## src/rtl/crc_stream_engine.sv

```systemverilog
// Streaming CRC engine: BYTES bytes per beat, programmable polynomial/init/xorout/reflection.
// Defining CRC_CHECK_EN adds the crc_ok residue-check output.
module crc_stream_engine #(
   parameter int unsigned BYTES   = 4,
   parameter int unsigned CRC_W   = 32,
   parameter logic [31:0] POLY    = 32'h04C11DB7,
   parameter logic [31:0] INIT    = 32'hFFFFFFFF,
   parameter logic [31:0] XOROUT  = 32'hFFFFFFFF,
   parameter bit          REFLECT = 1'b1,
   parameter logic [31:0] RESIDUE = 32'hDEBB20E3
) (
   input  logic               clk,
   input  logic               rst_n,
   input  logic               flush,
   input  logic               s_valid,
   output logic               s_ready,
   input  logic [8*BYTES-1:0] s_data,
   input  logic [BYTES-1:0]   s_keep,
   input  logic               s_last,
   output logic               m_valid,
   input  logic               m_ready,
   output logic [CRC_W-1:0]   m_crc,
   output logic [15:0]        m_len
`ifdef CRC_CHECK_EN
   ,
   output logic               crc_ok
`endif
);

   function automatic logic [CRC_W-1:0] bit_rev(input logic [CRC_W-1:0] v);
      logic [CRC_W-1:0] r;
      r = '0;
      for (int i = 0; i < CRC_W; i++) begin
         r[i] = v[CRC_W-1-i];
      end
      return r;
   endfunction

   localparam logic [CRC_W-1:0] PolyN = POLY[CRC_W-1:0];
   localparam logic [CRC_W-1:0] PolyR = bit_rev(PolyN);
   localparam logic [CRC_W-1:0] InitV = INIT[CRC_W-1:0];
   localparam logic [CRC_W-1:0] XorV  = XOROUT[CRC_W-1:0];

   // One byte through eight shift/XOR steps; direction fixed by REFLECT.
   function automatic logic [CRC_W-1:0] fold_byte(input logic [CRC_W-1:0] c_in,
                                                  input logic [7:0]       d);
      logic [CRC_W-1:0] c;
      logic             fb;
      c = c_in;
      for (int i = 0; i < 8; i++) begin
         if (REFLECT) begin
            fb = c[0] ^ d[i];
            c  = (c >> 1) ^ (fb ? PolyR : '0);
         end else begin
            fb = c[CRC_W-1] ^ d[7-i];
            c  = (c << 1) ^ (fb ? PolyN : '0);
         end
      end
      return c;
   endfunction

   typedef enum logic {StAccum, StHold} state_e;

   state_e           state_q, state_d;
   logic [CRC_W-1:0] crc_q, crc_d;
   logic [15:0]      len_q, len_d;
   logic [CRC_W-1:0] res_crc_q, res_crc_d;
   logic [15:0]      res_len_q, res_len_d;

   logic [CRC_W-1:0] crc_beat;
   logic [4:0]       cnt;
   logic             en;
   logic [16:0]      len_sum;
   logic [15:0]      len_beat;
   logic             accept;
   logic             close;

   assign m_valid = (state_q == StHold);
   assign s_ready = !m_valid || m_ready;
   assign accept  = s_valid && s_ready;
   assign close   = accept && s_last && !flush;
   assign m_crc   = res_crc_q;
   assign m_len   = res_len_q;

   // Last beat folds only the leading run of kept bytes; earlier beats fold everything.
   always_comb begin
      crc_beat = crc_q;
      cnt      = '0;
      en       = 1'b1;
      for (int b = 0; b < BYTES; b++) begin
         en = en & (!s_last | s_keep[b]);
         if (en) begin
            crc_beat = fold_byte(crc_beat, s_data[8*b +: 8]);
            cnt      = cnt + 5'd1;
         end
      end
   end

   assign len_sum  = {1'b0, len_q} + {12'd0, cnt};
   assign len_beat = len_sum[16] ? 16'hFFFF : len_sum[15:0];

   always_comb begin
      state_d   = state_q;
      crc_d     = crc_q;
      len_d     = len_q;
      res_crc_d = res_crc_q;
      res_len_d = res_len_q;
      unique case (state_q)
         StAccum: if (close) state_d = StHold;
         StHold:  if (!close && m_ready) state_d = StAccum;
         default: state_d = StAccum;
      endcase
      if (flush || close) begin
         crc_d = InitV;
         len_d = '0;
      end else if (accept) begin
         crc_d = crc_beat;
         len_d = len_beat;
      end
      if (close) begin
         res_crc_d = crc_beat ^ XorV;
         res_len_d = len_beat;
      end
   end

   always_ff @(posedge clk or negedge rst_n) begin
      if (!rst_n) begin
         state_q   <= StAccum;
         crc_q     <= InitV;
         len_q     <= '0;
         res_crc_q <= '0;
         res_len_q <= '0;
      end else begin
         state_q   <= state_d;
         crc_q     <= crc_d;
         len_q     <= len_d;
         res_crc_q <= res_crc_d;
         res_len_q <= res_len_d;
      end
   end

`ifdef CRC_CHECK_EN
   logic ok_q;

   always_ff @(posedge clk or negedge rst_n) begin
      if (!rst_n) begin
         ok_q <= 1'b0;
      end else if (close) begin
         ok_q <= (crc_beat == RESIDUE[CRC_W-1:0]);
      end
   end

   assign crc_ok = ok_q;
`endif

endmodule

```

## config.mk

```make
export PLATFORM = sky130hd
export DESIGN_NAME = crc_stream_engine
export DESIGN_NICKNAME = d
export VERILOG_FILES = /design/src/rtl/crc_stream_engine.sv
export SDC_FILE = /design/constraint.sdc
export NUM_CORES = 1
export LEC_CHECK = 0
export CORE_ASPECT_RATIO = 0.9
export CORE_MARGIN = 3
export CORE_UTILIZATION = 30
export CTS_CLUSTER_DIAMETER = 80
export DETAILED_ROUTE_END_ITERATION = 12
export GPL_ROUTABILITY_DRIVEN = 0
export RECOVER_POWER = 50
export REMOVE_ABC_BUFFERS = 1
export SLEW_MARGIN = 20
export SYNTH_ARGS = -nofsm -noshare
export SYNTH_HDL_FRONTEND = slang
export SYNTH_SLANG_ARGS = --single-unit
```

## constraint.sdc

```tcl
create_clock -name clk -period 10.36 [get_ports clk]
set_clock_uncertainty 0.2 [all_clocks]
set_input_delay 1.036 -clock clk [delete_from_list [all_inputs] [get_ports clk]]
set_output_delay 1.036 -clock clk [all_outputs]
set_load 0.02 [all_outputs]
```

; ---- After elaboration in Yosys (flattened, before gate mapping)
; Index checks and enable logic that the tools add are counted.
[totals]
regBits = 97
inputBits = 42
out_inout_bits = 50
elab_cells = 169
[classes]
addsub = 4
muxes = 76
n_bitwise = 73
reduce_logical = 11
[ops]
columns = op, n
row1 = 2-to-1 mux 32 bit, 66
row2 = XOR 31 x 32 -> 32 bit, 32
row3 = 2-to-1 mux 16 bit, 3
row4 = inverter 32 bit, 1
row5 = XOR 1 bit, 32
row6 = adder 16 x 5 -> 17 bit, 1
row7 = 2-to-1 mux 5 bit, 3
row8 = adder 5 x 1 -> 5 bit (second input constant), 2
row9 = logical AND 1 bit, 4
row10 = zero test 1 bit, 4
row11 = OR 1 bit, 4
row12 = bitwise AND 1 bit, 3
row13 = 2-to-1 mux 1 bit, 3
row14 = adder 1 x 1 -> 2 bit (second input constant), 1
row15 = logical OR 1 bit, 2
row16 = one-hot mux 1 bit (2 select lines), 1
row17 = nonzero test 2 bit, 1
row18 = inverter 1 bit, 1

; ---- Logic depth before layout (Yosys ltp)
; Gate-level depths: netlist of the first run.
[depth]
ltp_word = 130
depth_mapped = 27
ltp_nobuf = 19

; ---- Worst setup path after synthesis of the first run
; Ideal clock, no wire load.
[synth_timing]
path_kind = input port to flip-flop
start = in s_last
end = reg len_q[4]
setup_ns = 0.121
arrival_time_ns = 6.492
required_time_ns = 10.039
path_slack_ns = 3.547
path_stages = 25
n_path_buf = 9
path_cell_list = clkbuf_1 > inv_1 > a21oi_1 > inv_1 > clkbuf_1 > buf_1 > o21a_1 > clkbuf_1 > buf_1 > clkbuf_1 > o21a_1 > clkbuf_1 > a21oi_1 > ha_1 > fa_1 > a21o_1 > a21oi_1 > nor2_1 > and3_1 > clkbuf_1 > and3_1 > nand3_1 > clkbuf_1 > o21ai_0 > a22o_1
[synth_between]
elab_chain_len = 13
elab_cells_between_ends = 23
cone_classes = 4 x add/sub / 7 x mux / 7 x bitwise / 5 x reduce/logical
[synth_lines]
columns = element, line_no
row1 = "start, declared", 19  ; input logic s_last,
row2 = zero test 1 bit, 91  ; en = en & (!s_last | s_keep[b]);
row3 = OR 1 bit, 91
row4 = 2-to-1 mux 1 bit, 92  ; if (en) begin
row5 = adder 1 x 1 -> 2 bit, 94  ; cnt = cnt + 5'd1;
row6 = 2-to-1 mux 5 bit, 92
row7 = adder 5 x 1 -> 5 bit, 94
row8 = 2-to-1 mux 5 bit, 92
row9 = adder 5 x 1 -> 5 bit, 94
row10 = 2-to-1 mux 5 bit, 92
row11 = adder 16 x 5 -> 17 bit, 99  ; assign len_sum = {1'b0, len_q} + {12'd0, cnt};
row12 = 2-to-1 mux 16 bit, 100  ; assign len_beat = len_sum[16] ? 16'hFFFF : len_sum[15:0];
row13 = 2-to-1 mux 16 bit, 116  ; end else if (accept) begin
row14 = 2-to-1 mux 16 bit, 113  ; if (flush || close) begin
row15 = "end signal, assigned", 136  ; len_q <= len_d;
row16 = "end, declared", 66  ; logic [15:0] len_q, len_d;
; Parallel ways exist; a longest one is shown, timed or not. The select of a mux whose other input is x is not followed.
; A chain may end at the register's enable or synchronous reset.

; ---- Worst setup path after layout of the first run
[layout_timing]
start = in s_last
end = reg res_crc_q[25] (netlist: m_crc[25])
[layout_between]
elab_chain_len = 60
elab_cells_between_ends = 104
cone_classes = 47 x mux / 54 x bitwise / 3 x reduce/logical
[layout_lines]
columns = element, line_no
row1 = zero test 1 bit, 91
row2 = OR 1 bit, 91
row3 = 2-to-1 mux 32 bit, 92
row4 = XOR 1 bit or XOR 31 x 32 -> 32 bit (tied branches), "52, 53"
row5 = "2-to-1 mux 32 bit, on equally long branches", "53, 92"
row6 = XOR 31 x 32 -> 32 bit or XOR 1 bit (tied branches), "53, 52"
row7 = "2-to-1 mux 32 bit, on equally long branches", "92, 53"
row8 = XOR 31 x 32 -> 32 bit, 53  ; c = (c >> 1) ^ (fb ? PolyR : '0);
row9 = [44 not listed], --
row10 = "2-to-1 mux 32 bit, on equally long branches", "92, 53"
row11 = XOR 31 x 32 -> 32 bit or XOR 1 bit (tied branches), "53, 52"
row12 = "2-to-1 mux 32 bit, on equally long branches", "92, 53"
row13 = XOR 31 x 32 -> 32 bit, 53
row14 = 2-to-1 mux 32 bit, 92
row15 = XOR 31 x 32 -> 32 bit, 53
row16 = 2-to-1 mux 32 bit, 92
row17 = inverter 32 bit (no line), --
row18 = "end signal, assigned", 137  ; res_crc_q <= res_crc_d;
row19 = "end, declared", 67  ; logic [CRC_W-1:0] res_crc_q, res_crc_d;
; Parallel ways exist; a longest one is shown, timed or not. The select of a mux whose other input is x is not followed.

==> impl_metrics.toml, run 1 <==
[run_status]
outcome = "finished, violations left"
violations = "max-capacitance violations, max-slew violations"

[layout]
num_antenna_cells = 0
final_common_cell = "xnor2_1"
areaGrowthSynthToFinish_pct = 16.84
nets = 1144
drive_gt1_frac = 0.09446
layout_common_cells = "xnor2_1, nor2_1, nand2_1"

[die]
die_x_um = 194.0
core-area_um2 = 31140
io_pins = 92
rows = 61
die_h_um = 175.2
start_util = 0.3066
dieArea_um2 = 34000

[logic_synthesis]
synth_top_cell_by_area = "dfrtp_1"
yosysTopAreaCellShare = 0.1704
muxShareOfSynthArea = 0.05688
synth_area_um2 = 9547
synth_ff_type = "dfrtp_1"
async_flop_share = 1.000
synth_xor_area_frac = 0.3591
ys_warn_count = 0
ys_ff_latch = 97
synth_compound_area_frac = 0.1606
yosysSeqAreaShare = 0.2585
synth_cell_types = 70
yosys.area_share.simple = 0.1270
syn_avg_cell_area_um2 = 9.197
netlist_instances = 1038
synth_edf_count = 0
synthTopCellsByArea = "dfrtp_1, xnor2_1, dfstp_2"
synth_top_family_by_area = "XOR/XNOR gates"
synth_adder_area_share = 0.008650

[sta]
drv_slew = 75
worst_pin_slew_ns = 3.981
fin_ws_ns = 3.096
min_period_over_period = 0.7012
period_needed_ns = 7.264
setup_viol = 0
max_freq_ghz = 0.1377
rsz0062_at_grt = "no"
relSlewSlack = -1.654
fin_setup_tns_ns = 0
hold_viol = 0

[global_routing]
grt_usage = 0.1795
overflow = 0
grt_pass1_vias = 7650
grt_pass1_wl_um = 47200
antenna_found_initial = 1
grt_max_degree = 75

[clock_tree]
post_cts_buffers = 0
postCtsHoldBufs = 0
clockBufferDepth = 2
cts.htree.levels = 3
clkSinkCount = 97
cts-root-buf = "clkbuf_16"
cts_resized = 0
cts_buffers = 9
clkTransAtPathRegs_ns = 0.07
tritoncts = "built"
clock_latency_ns = 0.35

[critical_path]
start_kind = "input pin"
reg2regPathDepth = 15
crit_path_end_kind = "flip-flop"
cp.arrival_ns = 7.30
crit_fanout = 39
rrSetupSlack_ns = 3.92
required_ns = 10.39
reg2reg_from = "crc_q[0]$_DFFE_PN1P_"
r2r-end = "m_crc[25]$_DFFE_PN0P_"
worst-setup-path-type = "in2reg"

[detailed_routing]
routed-wl-met3_um = 2517
drc = 0
ant_nets = 0
vias = 7820
dr_wl_met2_um = 13680
met1Wirelength_um = 14490
dr.max_layer_used = "met4"
first_iter_violations = 753
viasPerCell = 5.179
drt_first_pass_iters = 5
routedWlPerCell_um = 20.64
finalWirelength_um = 31160

[worst_hold_path]
holdPathEnd = "m_crc[4]$_DFFE_PN0P_"
min_from = "m_crc[4]$_DFFE_PN0P_"
holdPathStages = 1
hold_path.class = "reg2reg"

[placement]
portBuffers = 91
dp_hpwl_um = 24180
pre_cts_ws_ns = 2.559

[run]
drv_cap = 1
-- state kept, by name, indices dropped and copies added (netlist names) --
name and count:
len_q 16, crc_q 32, m_valid 1, m_crc 32, m_len 16
-- worst max-delay path, stage by stage --
cell,delay [ns]
clkdlybuf4s50_1,0.69
nor2b_2,0.21
buf_4,0.38
nor3_1,0.14
or3_1,0.42
xnor2_1,0.57
xor2_1,0.47
nor4_1,0.17
nor4_4,0.64
xnor2_1,0.19
xnor2_1,0.18
mux2i_1,0.24
xnor2_1,0.86
xor3_1,0.55
xor2_1,0.23
a21oi_1,0.13
a21o_1,0.17
-- cell usage after synthesis (all sizes together), types with 6 or more instances --
cell type and number:
a21o 7, a21oi 83, nand2 98, and2 8, xor3 14, nand3 15
nand2b 8, xor2 73, inv 11, dfstp 32, xnor3 37, xnor2 164
clkbuf 42, or3 6, dfrtp 65, nor2 100, mux2 8, nor3 9
a31oi 16, buf 16, o21a 10, o22a 8, mux2i 44, a211oi 10
and3 10, a22o 6, o21ai 88
-- stage by stage --
step	util	instances	instance area [um^2]	hold WS (ns)
3_5_place_dp	0.3486	1494	10860	0.2691
2_1_floorplan	-	980	9311	0.2563
3_3_place_gp	0.3486	1494	10860	0.2661
4_1_cts	0.3582	1510	11150	0.2849
6_report	0.3582	1510	11150	0.2726
5_1_grt	0.3582	1510	11150	0.3095
-- worst max path at each step --
stage | from | end | slack [ns] | cells past startpoint
detailed placement | s_last | m_crc[25]$_DFFE_PN0P_ | 2.56 | 17
CTS | s_last | m_crc[25]$_DFFE_PN0P_ | 2.92 | 17
finish | s_last | m_crc[25]$_DFFE_PN0P_ | 3.10 | 17
global route | s_last | m_crc[25]$_DFFE_PN0P_ | 2.84 | 17
floorplan | s_last | m_crc[25]$_DFFE_PN0P_ | 3.32 | 15
global placement | s_last | m_crc[25]$_DFFE_PN0P_ | 2.63 | 17
-- layer usage --
layer | track usage | vias to the layer above
li1 | - | 3684
met1 | 0.2676 | 3787
met2 | 0.2714 | 319
met3 | 0.03162 | 30
met4 | 0.04008 | 0
met5 | 0 | -
-- cells by family (layout without fill, tap and decap cells) --
kind of cell,Yosys count,after routing
compound gates,253,253
xor+xnor,288,288
fa+ha+maj,6,6
buf+inv,69,132
flops,97,97
mux,52,52
other cells,1,1
simple gates,272,272
-- area by class of cell --
class                           count  area [um^2]
Clock buffer                       12        246.5
Clock inverter                      4        52.55
Fill cell                        3200        19990
Inverter                           11        41.29
Multi-Input combinational cell    872         6829
Sequential cell                    97         2467
Tap cell                          409        511.7
Timing Repair Buffer              105         1006
Power of run 1 is not shown: default switching activity piles up to over one toggle a cycle in this logic, so the estimate is an artifact.
==> inputs of run 2 (changes only) <==
==> constraint.sdc (replaced) <==
create_clock -name clk -period 7.24 [get_ports clk]
set_clock_uncertainty 0.2 [all_clocks]
set_input_delay 0.724 -clock clk [delete_from_list [all_inputs] [get_ports clk]]
set_output_delay 0.724 -clock clk [all_outputs]
set_load 0.02 [all_outputs]
==> impl_metrics.toml, run 2 (same netlist as run 1, synthesis figures left out) <==
[sta]
relSlewSlack = -1.952
setup_viol = 0
min_period_over_period = 0.9120
max_freq_ghz = 0.1514
fin_setup_tns_ns = 0
worst_pin_slew_ns = 4.428
period_needed_ns = 6.603
rsz0062_at_grt = "no"
hold-worst-slack_ns = 0.2770
drv_slew = 83
hold_viol = 0

[clock_tree]
cts-root-buf = "clkbuf_16"
clock_latency_ns = 0.34
tritoncts = "built"
postCtsHoldBufs = 0
cts_resized = 0
clkTransAtPathRegs_ns = 0.07
cts_buffers = 9
cts.htree.levels = 3
post_cts_buffers = 0
clockBufferDepth = 2
clkSinkCount = 97

[layout]
drive_gt1_frac = 0.1139
layout_common_cells = "xnor2_1, nor2_1, nand2_1"
final_common_cell = "xnor2_1"
nets = 1167
areaGrowthSynthToFinish_pct = 18.36
num_antenna_cells = 0
final_util = 0.3629

[detailed_routing]
drt_first_pass_iters = 7
ant_nets = 0
drc = 0
routedWlPerCell_um = 20.50
finalWirelength_um = 31430
viasPerCell = 5.231
vias = 8019
first_iter_violations = 740

[critical_path]
path_common_cell = "xnor2_1"
cp.arrival_ns = 6.63
critPathBufInv = 2
crit_path_end_kind = "flip-flop"
worstPathCellList = "clkdlybuf4s50_1 > nand2b_1 > buf_4 > a21oi_1 > xnor2_1 > xnor2_1 > xnor3_1 > xnor2_1 > o32ai_1 > nor2_2 > xnor3_1 > o21a_1 > xnor2_1 > xnor2_1 > xnor2_1 > a21oi_1 > a21o_1"
worst-setup-path-type = "in2reg"
max_stage_delay_ns = 0.74
start_kind = "input pin"
cp_top_family = "XOR/XNOR gates"
crit_fanout = 13
critPathSlowestCell = "clkdlybuf4s50_1"
required_ns = 7.27

[global_routing]
overflow = 0
grt_pass1_vias = 7814
grt_max_degree = 83
grt_usage = 0.1810
antenna_found_initial = 0
grt_pass1_wl_um = 47840

[die]
io_pins = 92
die_h_um = 175.2
die_x_um = 194.0
rows = 61
start_util = 0.3066
dieArea_um2 = 34000
core-area_um2 = 31140

[run_status]
violations = "max-capacitance violations, max-slew violations"
outcome = "finished, violations left"

[placement]
portBuffers = 91
dp_hpwl_um = 24720

[run]
drv_cap = 1

[worst_hold_path]
hold_path.class = "reg2reg"
-- run 2: cell types whose count changed in the layout (fill, tap and decap cells not counted), sizes merged --
cell	change
inv	+2
buf	+23
clkbuf	-1
bufinv	-1
-- run 2: layout make-up --
type	instances	area, um^2
sequential	97	2467
tap	409	511.7
multi-input combinational	872	6822
fill	3168	19840
clock inverter	5	36.28
inverter	11	41.29
clock buffer	11	242.7
timing repair buffer	128	1179
-- run 2: worst paths after layout --
path	startpoint	end	slack, ns	cells after the start
setup reg to reg	crc_q[0]$_DFFE_PN1P_	m_crc[14]$_DFFE_PN0P_	1.17	16
setup / recovery	s_last	m_crc[21]$_DFFE_PN0P_	0.64	17
hold / removal	m_crc[4]$_DFFE_PN0P_	m_crc[4]$_DFFE_PN0P_	0.28	1
min in group asynchronous	rst_n	m_crc[4]$_DFFE_PN0P_	0.31	1
max in group asynchronous	rst_n	m_crc[25]$_DFFE_PN0P_	1.81	2
hold reg to reg	m_crc[4]$_DFFE_PN0P_	m_crc[4]$_DFFE_PN0P_	0.28	1
-- run 2: routing by layer --
metal	part of all wire	global-route usage	wire length (um)
met1	0.47	0.2668	14620
met2	0.44	0.2745	13680
met3	0.078	0.03162	2453
met4	0.022	0.04666	680
met5	0	0	0
-- run 2: through the flow --
step                      setup WS [ns]  cells  instance area [um^2]
after floorplan                  0.5102    980                  9311
after global placement           0.3655   1517                 11030
after global routing             0.3076   1533                 11300
after detailed placement         0.3770   1517                 11030
final                            0.6369   1533                 11300
after CTS                        0.7068   1533                 11310
Power of run 2 is left out for the same reason.
